File: src/rtl/eth_mac_pkg.sv
// Shared types and constants for the MII transmit arbiter.
// Arbiter state encoding, TransmitStatus bit positions, counter width.
package eth_mac_pkg;

  typedef enum logic [1:0] {
    ST_IDLE,
    ST_FRAME,
    ST_WAIT_STATUS,
    ST_WAIT_LAST
  } arb_state_t;

  localparam int TX_STAT_OK       = 0;
  localparam int TX_STAT_GAVE_UP  = 1;
  localparam int TX_STAT_LATE     = 2;
  localparam int TX_STAT_UNDERFLOW = 3;

  localparam int STAT_CNT_W = 16;

  function automatic logic [STAT_CNT_W-1:0] sat_inc(
    input logic [STAT_CNT_W-1:0] v
  );
    return (&v) ? v : v + 1'b1;
  endfunction

endpackage

File: src/rtl/rr_pick.sv
// Combinational round-robin picker: first request after ptr.
// Searches ptr+1 .. ptr+PORTS modulo PORTS.
module rr_pick #(
  parameter int PORTS = 2,
  parameter int PW    = 3
) (
  input  logic [PORTS-1:0] req,
  input  logic [PW-1:0]    ptr,
  output logic [PW-1:0]    win,
  output logic             any
);

  int idx;

  always_comb begin
    win = '0;
    idx = 0;
    // walk backwards so the nearest requester is written last
    for (int k = PORTS; k >= 1; k--) begin
      idx = int'(ptr) + k;
      if (idx >= PORTS) idx = idx - PORTS;
      if (req[idx]) win = PW'(idx);
    end
    any = |req;
  end

endmodule

File: src/rtl/axis_mii_tx_arbiter.sv
// Frame-level round-robin arbiter in front of a half-duplex MII TX MAC.
// Optional per-port counters: define AXIS_MII_TX_ARBITER_STATS_EN.
module axis_mii_tx_arbiter
  import eth_mac_pkg::*;
#(
  parameter int PORTS = 2,
  parameter int PW    = 3
) (
  input  logic               clk,
  input  logic               rst,
  input  logic [PORTS*8-1:0] s_axis_data,
  input  logic [PORTS-1:0]   s_axis_valid,
  output logic [PORTS-1:0]   s_axis_ready,
  input  logic [PORTS-1:0]   s_axis_last,
  input  logic [PORTS-1:0]   s_axis_err,
  output logic [7:0]         m_axis_data,
  output logic               m_axis_valid,
  input  logic               m_axis_ready,
  output logic               m_axis_last,
  output logic               m_axis_err,
  input  logic               transmit_ok,
  input  logic               gave_up,
  input  logic               late_collision,
  input  logic               underflow,
  output logic [PORTS-1:0]   grant,
  output logic               status_valid,
  output logic [PW-1:0]      status_port,
  output logic [3:0]         status_code
`ifdef AXIS_MII_TX_ARBITER_STATS_EN
  ,
  input  logic                          stat_clear,
  output logic [PORTS*STAT_CNT_W-1:0]   stat_ok,
  output logic [PORTS*STAT_CNT_W-1:0]   stat_fail
`endif
);

  arb_state_t state, state_n;

  logic [PW-1:0] ptr;
  logic [PW-1:0] win;
  logic          any;
  logic [3:0]    acc;
  logic [3:0]    st_in;
  logic [3:0]    acc_n;
  logic          pass;
  logic          beat;
  logic          emit;

  rr_pick #(
    .PORTS(PORTS),
    .PW   (PW)
  ) u_pick (
    .req(s_axis_valid),
    .ptr(ptr),
    .win(win),
    .any(any)
  );

  always_comb begin
    st_in = '0;
    st_in[TX_STAT_OK]        = transmit_ok;
    st_in[TX_STAT_GAVE_UP]   = gave_up;
    st_in[TX_STAT_LATE]      = late_collision;
    st_in[TX_STAT_UNDERFLOW] = underflow;
  end

  assign acc_n = acc | st_in;
  assign pass  = (state == ST_FRAME) || (state == ST_WAIT_LAST);

  always_comb begin
    m_axis_data  = '0;
    m_axis_valid = 1'b0;
    m_axis_last  = 1'b0;
    m_axis_err   = 1'b0;
    s_axis_ready = '0;
    if (pass) begin
      for (int i = 0; i < PORTS; i++) begin
        if (ptr == PW'(i)) begin
          m_axis_data     = s_axis_data[i*8 +: 8];
          m_axis_valid    = s_axis_valid[i];
          m_axis_last     = s_axis_last[i];
          m_axis_err      = s_axis_err[i];
          s_axis_ready[i] = m_axis_ready;
        end
      end
    end
  end

  assign beat = m_axis_valid & m_axis_ready & m_axis_last;

  always_comb begin
    state_n = state;
    emit    = 1'b0;
    unique case (state)
      ST_IDLE: begin
        if (any) state_n = ST_FRAME;
      end
      ST_FRAME: begin
        if (beat) begin
          if (|acc_n) emit = 1'b1;
          else state_n = ST_WAIT_STATUS;
        end else if (|st_in) begin
          state_n = ST_WAIT_LAST;
        end
      end
      ST_WAIT_STATUS: begin
        if (|st_in) emit = 1'b1;
      end
      ST_WAIT_LAST: begin
        if (beat) emit = 1'b1;
      end
      default: state_n = ST_IDLE;
    endcase
    if (emit) state_n = ST_IDLE;
  end

  always_ff @(posedge clk) begin
    if (rst) begin
      state        <= ST_IDLE;
      ptr          <= PW'(PORTS-1);
      acc          <= '0;
      grant        <= '0;
      status_valid <= 1'b0;
      status_port  <= '0;
      status_code  <= '0;
    end else begin
      state        <= state_n;
      status_valid <= emit;
      if (state == ST_IDLE) begin
        if (any) begin
          ptr   <= win;
          grant <= {{(PORTS-1){1'b0}}, 1'b1} << win;
          acc   <= '0;
        end
      end else begin
        acc <= acc_n;
      end
      if (emit) begin
        status_port <= ptr;
        status_code <= acc_n;
        grant       <= '0;
      end
    end
  end

`ifdef AXIS_MII_TX_ARBITER_STATS_EN
  logic emit_ok;

  assign emit_ok = (acc_n == 4'b0001);

  for (genvar g = 0; g < PORTS; g++) begin : g_stat
    logic [STAT_CNT_W-1:0] ok_cnt;
    logic [STAT_CNT_W-1:0] fail_cnt;

    always_ff @(posedge clk) begin
      if (rst || stat_clear) begin
        ok_cnt   <= '0;
        fail_cnt <= '0;
      end else if (emit && (ptr == PW'(g))) begin
        if (emit_ok) ok_cnt <= sat_inc(ok_cnt);
        else fail_cnt <= sat_inc(fail_cnt);
      end
    end

    assign stat_ok[g*STAT_CNT_W +: STAT_CNT_W]   = ok_cnt;
    assign stat_fail[g*STAT_CNT_W +: STAT_CNT_W] = fail_cnt;
  end
`endif

endmodule

File: config.mk
export PLATFORM = sky130hd
export DESIGN_NAME = axis_mii_tx_arbiter
export DESIGN_NICKNAME = d
export VERILOG_FILES = /design/src/rtl/eth_mac_pkg.sv /design/src/rtl/rr_pick.sv /design/src/rtl/axis_mii_tx_arbiter.sv
export SDC_FILE = /design/constraint.sdc
export NUM_CORES = 1
export LEC_CHECK = 0
export ABC_AREA = 1
export BUFFER_PORTS_ARGS = -buffer_cell sky130_fd_sc_hd__buf_2
export CAP_MARGIN = 20
export CORE_MARGIN = 4
export CORE_UTILIZATION = 50
export CTS_CLUSTER_DIAMETER = 100
export DETAILED_ROUTE_END_ITERATION = 8
export PLACE_DENSITY_LB_ADDON = 0.12
export SLEW_MARGIN = 10
export SYNTH_ARGS = -nofsm -noshare
export SYNTH_HDL_FRONTEND = slang
export SYNTH_SLANG_ARGS = --single-unit
File: constraint.sdc
create_clock -name clk -period 5.5 [get_ports clk]
set_input_delay 0.275 -clock clk [delete_from_list [all_inputs] [get_ports clk]]
set_output_delay 0.275 -clock clk [all_outputs]
set_load 0.05 [all_outputs]
==> summary.txt, run 1 <==
Global route
  • GRT Util Overall: 16.3%
  • Antenna violations before repair: 0
  • First-pass GRT wire length: 4550 um
  • GRT overflow: 0
  • Vias in the first global route: 1,162
  • Largest net degree at the start of global routing: 15

Synthesis
  • Number of synthesized flops with an enable pin: 0
  • Post-synth ARST share: 0%
  • Most numerous cell in the Yosys netlist: nand2_1
  • Top cells by count, synth: nand2_1 (60), nor2_1 (29), inv_1 (26), dfxtp_1 (19), a21oi_1 (18)
  • Synthesized Nets: 241
  • Syn avg cell area: 6.33 sq um
  • Synth Register Bits: 19
  • Dominant synthesized flop cell: dfxtp_1
  • Top cells by area, synth: dfxtp_1 (29%), nand2_1 (17%), nor2_1 (8.3%), inv_1 (7.5%), a21oi_1 (6.9%)
  • Synth Cell Area: 1300 sq um
  • Total number of yosys warnings: 0
  • Mapped Cells: 206
  • Sequential fraction of the synthesis area: 29.2%
  • Count of cell types in the netlist: 24
  • Synth top area share: 29.2%
  • Leading area contributor after synthesis: dfxtp_1

Critical path
  • Crit-path cells: inv_1 > ha_1 > nor2_1 > nand2_1 > a21oi_1 > buf_2
  • R2r worst-path depth: 10
  • WP data required: 5.22 ns
  • CP Data Arrival Time: 2.16 ns
  • RR Startpoint: ptr[0]
  • CP Buf/Inv Count: 2
  • Top Family by Delay on Critical Path: simple AND/OR/NAND/NOR gates
  • RR Endpoint: grant[0]
  • CP max stage delay: 0.46 ns
  • Crit-path slowest cell: dfxtp_1
  • Crit-path max FO: 9
  • CP endpoint kind: output pin
  • Worst setup path class: flop to output pin
  • R2r setup slk: 3.50 ns
  • Crit start category: flop

Pwr
  • Peak VDD IR: 0.360 mV
  • Pwr/cell area: 435 nW/um^2
  • Leak: 0.911 nW
  • Pwr Total: 0.701 mW

Timing
  • Tmin final: 2.43 ns
  • Max Clock Skew: 0.00869 ns
  • Final worst path period share: 44.3%
  • Final Hold Vio Count: 0
  • Unrepaired setup endpoints after global routing: no
  • Slew HR: 56.2%
  • Final Max Tran Viols: 0
  • Worst slew pin tran: 0.654 ns
  • Max frequency: 411 MHz
  • Min Hold Slack: 0.283 ns
  • Final setup TNS: 0 ns
  • Setup Viol. Count Final: 0
  • Worst Slack Setup Final: 3.07 ns

Die
  • Core box area: 2480 sq um
  • Vert. Die Dim: 59.1 um
  • Initial Util: 52.6%
  • FP Rows: 18
  • I/O Pins: 52
  • Die area: 3490 sq um
  • Die W: 59.1 um

Cells and area
  • Ant. Diodes: 0
  • Final net count: 293
  • Non-Filler Instances: 287
  • Fill cell count: 265
  • Synth-to-Final Area Change: 23.4%
  • Post-Layout Inst Area: 1610 sq um
  • Layout cells sized above 1: 28.8%
  • Fin util: 64.9%

Placement
  • Cell Area, Placed: 1580 sq um
  • Hpwl dp: 2400 um
  • Cells after DPL: 283
  • Post-place setup slack: 3.40 ns
  • Port Buffer Count: 51
  • Gpl congestion: 0.826

Min path
  • HP Class: input pin to flop
  • Worst hold stages: 5
  • Hold Crit Start: transmit_ok
  • WHS Endpoint: status_code[0]

CTS
  • Root Buffer: clkbuf_4
  • Clock sink count: 19
  • CTS tree: yes
  • Htree depth: 1
  • Post-CTS setup buffer count: 0
  • CTS resizes: 0
  • Clock Latency Late Sink: 0.30 ns
  • Post-CTS Hold Buffers: 0
  • Longest Clk Path Bufs: 2
  • CTS Buf Count: 3
  • Clock transition at path regs: 0.11 ns

Route
  • DRC violations left: 0
  • Routed wire per std cell: 10.2 um
  • Initial DRC count: 41
  • Final ANT Viol Nets: 0
  • Drt total wl: 2920 um
  • DR vias/cell: 4.78
  • Via count: 1,371
  • DR pass1 iterations: 4

Run status
  • Outcome: completed

Run
  • Max Cap Viol: 0
[power by group]
group | switching, mW | internal, mW
logic | 0.314 | 0.124
clock network | 0.0436 | 0.0271
registers | 0.0266 | 0.165
total | 0.384 | 0.316
[how the worst max path moves through the flow]
stage          startpoint              to  cells after the start
6_report           ptr[1]  m_axis_data[6]                      6
5_1_grt            ptr[1]  m_axis_data[3]                      6
4_1_cts            ptr[1]  m_axis_data[3]                      6
3_5_place_dp       ptr[1]  m_axis_data[3]                      6
3_3_place_gp       ptr[1]  m_axis_data[1]                      6
2_1_floorplan      ptr[0]  m_axis_data[0]                      7
[worst register-to-register path, stage by stage, from the launching register on]
cell and delay [ns]:
dfxtp_1 0.56, inv_1 0.11, ha_1 0.34, or2_2 0.30, o21ai_0 0.16, inv_1 0.05
nand2_1 0.09, nand3_1 0.09, nor2_1 0.12, nor2_1 0.05, nor2_1 0.08
[registers in the layout, summed over array words and instances (netlist names)]
name,cells
state,2
grant,2
acc,4
status_code,4
status_port,3
ptr,3
status_valid,1
[placed cells by master (no fill, tap or decap)]
cell,instances
or2_2,1
ha_1,6
nand2_2,3
nor3_1,4
nand3_4,1
buf_2,51
inv_6,1
inv_1,26
xor2_1,1
inv_4,1
clkbuf_4,3
nand4_1,3
o21ai_0,3
nand3_2,1
dfxtp_1,19
inv_2,3
a21oi_1,18
nor2_1,29
o211ai_1,2
nand3_1,12
nand2_4,4
clkinv_2,1
nand2_1,60
a21oi_4,1
nor2_4,3
[logic make-up after synthesis]
kind of cell	share of synthesized area [%]
flops	29.2
simple gates	43.3
buf+inv	10.7
compound gates	10.5
fa+ha+maj	5.76
xor+xnor	0.672
[metal layers]
metal / global-route usage (%) / wire (um)
met5: 0 / 0
met4: 4.21 / 32
met3: 4.14 / 177
met2: 30.6 / 1480
met1: 18.0 / 1230
[final cells by class]
| class | count | area (sq um) | area share [%] |
|---|---|---|---|
| Clock inverter | 1 | 5.00 | 0.311 |
| Multi-Input combinational cell | 152 | 785 | 48.8 |
| Inverter | 31 | 124 | 7.70 |
| Sequential cell | 19 | 380 | 23.6 |
| Clock buffer | 3 | 22.5 | 1.40 |
| Timing Repair Buffer | 51 | 255 | 15.9 |
| Tap cell | 30 | 37.5 | 2.33 |
Note: power is estimated with default switching activity, not from simulation.
==> run 2: changes to the inputs <==
CORE_UTILIZATION = 48   (was 50)
clock period = 2.5 ns   (was 5.5 ns; I/O delays follow)
==> run 2 against run 1 <==
Against the previous run: non-clock buffer count up 1; hold slack worse by 0.16 ns; critical path depth unchanged; sequential power rose by 120%; global-route usage up 1.0 points; combinational power rose by 120%; routed wire length did not move; total power grew 120%; highest routed layer unchanged.
==> summary.txt, run 2 (same netlist as run 1, synthesis figures left out) <==
Critical path
  • Crit start category: flop
  • Crit-path max FO: 9
  • Worst setup path class: flop to output pin
  • WP data required: 2.38 ns
  • CP endpoint kind: output pin
  • CP Data Arrival Time: 2.04 ns

Timing
  • Final Max Tran Viols: 0
  • Setup Viol. Count Final: 0
  • Tmin final: 2.17 ns
  • Worst Slack Setup Final: 0.334 ns
  • Unrepaired setup endpoints after global routing: no
  • Final worst path period share: 86.6%
  • Final setup TNS: 0 ns
  • Max Clock Skew: 0.00966 ns
  • Min Hold Slack: 0.126 ns
  • Worst slew pin tran: 0.416 ns
  • Final Hold Vio Count: 0
  • Max frequency: 462 MHz
  • Slew HR: 72.1%

Cells and area
  • Non-Filler Instances: 288
  • Fin util: 64.3%
  • Layout cells sized above 1: 29.5%
  • Synth-to-Final Area Change: 24.4%
  • Final net count: 294
  • Area of the multi-input gates: 787 sq um
  • Ant. Diodes: 0
  • Commonest non-fill, non-tap cell in the layout: nand2_1
  • Most frequent cells in the layout: nand2_1 (60), buf_2 (51), nor2_1 (28)
  • Post-Layout Inst Area: 1620 sq um
  • Largest regs: acc x4, status_code x4
  • Seq. cell area: 380 sq um
  • Fill cell count: 281

Placement
  • Port Buffer Count: 51
  • Cell Area, Placed: 1590 sq um
  • Cells after DPL: 284
  • Post-place setup slack: 0.503 ns
  • Hpwl dp: 2440 um
  • Gpl congestion: 0.785

Pwr
  • Pwr/cell area: 960 nW/um^2
  • Leak: 0.911 nW
  • Peak VDD IR: 0.762 mV
  • Pwr Total: 1.56 mW

CTS
  • Clock sink count: 19
  • Root Buffer: clkbuf_4
  • Htree depth: 1
  • CTS Buf Count: 3
  • Longest Clk Path Bufs: 2
  • Clock Latency Late Sink: 0.30 ns
  • Post-CTS setup buffer count: 0
  • Clock transition at path regs: 0.12 ns
  • Post-CTS Hold Buffers: 0
  • CTS tree: yes

Route
  • DRC violations left: 0
  • DR vias/cell: 4.79
  • Via count: 1,380
  • Final ANT Viol Nets: 0
  • Initial DRC count: 62
  • Routed wire per std cell: 10.1 um
  • Drt total wl: 2920 um
  • DR pass1 iterations: 4

Die
  • Die area: 3610 sq um
  • Die W: 60.1 um
  • Initial Util: 51.7%
  • I/O Pins: 52
  • Core box area: 2520 sq um
  • Vert. Die Dim: 60.1 um
  • FP Rows: 18

Global route
  • First-pass GRT wire length: 4880 um
  • Largest net degree at the start of global routing: 15
  • GRT overflow: 0
  • GRT Util Overall: 17.3%
  • Antenna violations before repair: 0
  • Vias in the first global route: 1,210

Run status
  • Outcome: completed

Run
  • Max Cap Viol: 0

Min path
  • HP Class: input pin to flop
==> run 2: changes by cell type in the layout (fill, tap and decap cells not counted) <==
cell,change
nor2_1,-1
clkinvlp_4,+1
nor2_2,+1
clkinv_2,-1
buf_4,+1
==> run 2: path summary, 6_finish.rpt <==
path	depth (start not counted)	end	startpoint	slack, ns
worst max-delay path	6	m_axis_data[3]	ptr[1]	0.33
worst min-delay path	3	acc[3]	underflow	0.13
worst max register to register	11	status_port[0]	ptr[1]	0.54
worst min register to register	2	status_port[2]	status_port[2]	0.45
==> run 2: timing repair <==
action | in CTS | in global routing
gates resized for setup | 0 | 1
setup endpoints to repair | 0 | 9
hold endpoints to repair | 0 | 0
==> run 2: report_power, final <==
group,switching [mW],internal (mW),total (mW)
sequential,0.0612,0.363,0.424
clock,0.100,0.0610,0.161
combinational,0.691,0.281,0.971
==> run 2: layout make-up <==
type	count	share of cell area, %
Multi-Input combinational cell	152	48.5
Sequential cell	19	23.5
Timing Repair Buffer	52	16.2
Inverter	31	7.64
Tap cell	30	2.31
Clock buffer	3	1.39
Clock inverter	1	0.463
==> run 2: metal layers <==
layer	part of all wire (%)	GRT usage (%)	vias to the layer above	wire length, um
met3	7.9	4.75	6	230
met1	42	19.5	591	1210
li1	-	-	746	-
met2	49	31.5	37	1440
met5	0	0	-	0
met4	1.0	5.06	0	30
==> run 2: worst max-delay path: stages (launching register included) <==
cell and delay [ns]:
dfxtp_1 0.48, inv_1 0.15, ha_1 0.28, nor2_2 0.32, nand2_1 0.09, a21oi_1 0.14, buf_2 0.28
==> run 3: changes to the inputs <==
==> constraint.sdc (replaced) <==
create_clock -name clk -period 2.5 [get_ports clk]
set_input_delay 0.75 -clock clk [delete_from_list [all_inputs] [get_ports clk]]
set_output_delay 0.75 -clock clk [all_outputs]
set_load 0.05 [all_outputs]
==> run 3 against run 2 <==
Against the previous run: sequential cell count did not move; setup slack got worse by 0.30 ns; utilization up 5.4 points; clock skew down 0.0067 ns; die area is the same; sequential power shrank 4%; via count grew 2.6%; register-to-register slack better by 0.18 ns; sequential share of layout area is 1.7 points lower; largest power group unchanged.
==> summary.txt, run 3 (same netlist as run 1, synthesis figures left out) <==
Run status
  • Outcome: completed

Critical path
  • CP max stage delay: 0.38 ns
  • Crit-path max FO: 5
  • CP endpoint kind: output pin
  • Worst setup path class: flop to output pin
  • CP Data Arrival Time: 1.72 ns
  • Crit-path cells: inv_1 > ha_2 > nand2_2 > nor2_4 > nand2_1 > a21oi_2 > buf_6
  • Crit-path slowest cell: dfxtp_2
  • Crit start category: flop
  • WP data required: 1.75 ns
  • R2r worst-path depth: 10

Cells and area
  • Ant. Diodes: 0
  • Synth-to-Final Area Change: 34.7%
  • Largest regs: acc x4, status_code x4
  • Final net count: 298
  • Layout cells sized above 1: 35.9%
  • Most frequent cells in the layout: nand2_1 (59), buf_2 (41), nor2_1 (28)
  • Seq. cell area: 382 sq um
  • Area of the multi-input gates: 855 sq um
  • Commonest non-fill, non-tap cell in the layout: nand2_1
  • Non-Filler Instances: 292
  • Fill cell count: 248

Timing
  • Tmin final: 2.47 ns
  • Final worst path period share: 98.6%
  • Slew HR: 62.0%
  • Final Hold Vio Count: 0
  • Setup Viol. Count Final: 0
  • Max Clock Skew: 0.00295 ns
  • Final Max Tran Viols: 0
  • Worst Slack Setup Final: 0.0350 ns
  • Worst slew pin tran: 0.570 ns
  • Min Hold Slack: 0.452 ns
  • Final setup TNS: 0 ns
  • Max frequency: 406 MHz

Route
  • Initial DRC count: 49
  • DR vias/cell: 4.85
  • DRC violations left: 0
  • Via count: 1,416
  • Final ANT Viol Nets: 0
  • DR pass1 iterations: 4
  • Drt total wl: 3190 um
  • Routed wire per std cell: 10.9 um

Global route
  • GRT Util Overall: 16.6%
  • First-pass GRT wire length: 4620 um
  • Antenna violations before repair: 0
  • GRT overflow: 0
  • Largest net degree at the start of global routing: 15
  • Vias in the first global route: 1,101

Placement
  • Post-place setup slack: 0.0896 ns
  • Hpwl dp: 2550 um
  • Cells after DPL: 287
  • Port Buffer Count: 51
  • Gpl congestion: 0.800

CTS
  • Clock transition at path regs: 0.11 ns
  • Longest Clk Path Bufs: 2
  • CTS Buf Count: 3
  • Clock Latency Late Sink: 0.30 ns
  • CTS tree: yes
  • Clock sink count: 19
  • Root Buffer: clkbuf_4
  • Htree depth: 1

Die
  • Vert. Die Dim: 60.1 um
  • Core box area: 2520 sq um
  • I/O Pins: 52
  • Die W: 60.1 um
  • Die area: 3610 sq um
  • Initial Util: 51.7%
  • FP Rows: 18

Pwr
  • Peak VDD IR: 0.652 mV
  • Pwr Total: 1.69 mW
  • Pwr/cell area: 961 nW/um^2
  • Leak: 0.932 nW

Min path
  • HP Class: flop to flop
  • Worst hold stages: 2

Run
  • Max Cap Viol: 0
-- run 3: cell count changes in the layout (fill, tap and decap cells not counted), sizes merged --
cell,previous run,this run
buf,52,54
clkbuf,3,4
nor2,32,33
-- run 3: stage by stage --
stage               instance area [sq um]  utilization [%]
finish                               1760             69.6
global route                         1760             69.6
CTS                                  1710             67.6
detailed placement                   1650             65.2
global placement                     1650             65.2
floorplan                            1340                -
-- run 3: metal layers --
layer	vias to the layer above	part of all wire (%)	global-route usage (%)
met5	-	0	0
met4	0	0.31	3.80
met3	2	4.7	3.46
met2	26	50	28.7
met1	632	45	21.0
li1	756	-	-
-- run 3: cell type report --
type | count | area share [%]
Inverter | 31 | 7.05
Tap cell | 30 | 2.14
Clock inverter | 1 | 0.427
Multi-Input combinational cell | 153 | 48.6
Timing Repair Buffer | 55 | 18.7
Sequential cell | 19 | 21.7
Clock buffer | 3 | 1.28
-- run 3: critical path: cells and delay by family (launching register included) --
family | cells | cell delay (ns)
flip-flops | 1 | 0.38
adder cells (fa/ha/maj) | 1 | 0.20
buffers and inverters | 2 | 0.27
AO/OA/AOI/OAI | 1 | 0.18
AND/OR/NAND/NOR | 3 | 0.38
-- run 3: worst paths after layout --
path	start	endpoint	slack, ns
setup / recovery	ptr[0]	m_axis_data[5]	0.03
hold / removal	status_port[2]	status_port[2]	0.45
hold reg to reg	status_port[2]	status_port[2]	0.45
setup reg to reg	ptr[0]	grant[0]	0.72
-- run 3: report_power, final --
group / leakage [nW] / switching, mW / internal, mW
Clock: 0.0139 / 0.100 / 0.0610
Combinational: 0.762 / 0.764 / 0.356
Sequential: 0.155 / 0.0440 / 0.364
-- run 3: what timing repair did --
item                                    4_1_cts  5_1_grt
pin swaps                                     0        1
gates cloned                                  0        1
gates resized for setup                      11       14
endpoints found under the hold margin         0        0
hold buffers                                  0        0
buffers inserted                              0        0
endpoints found under the setup margin        9       10
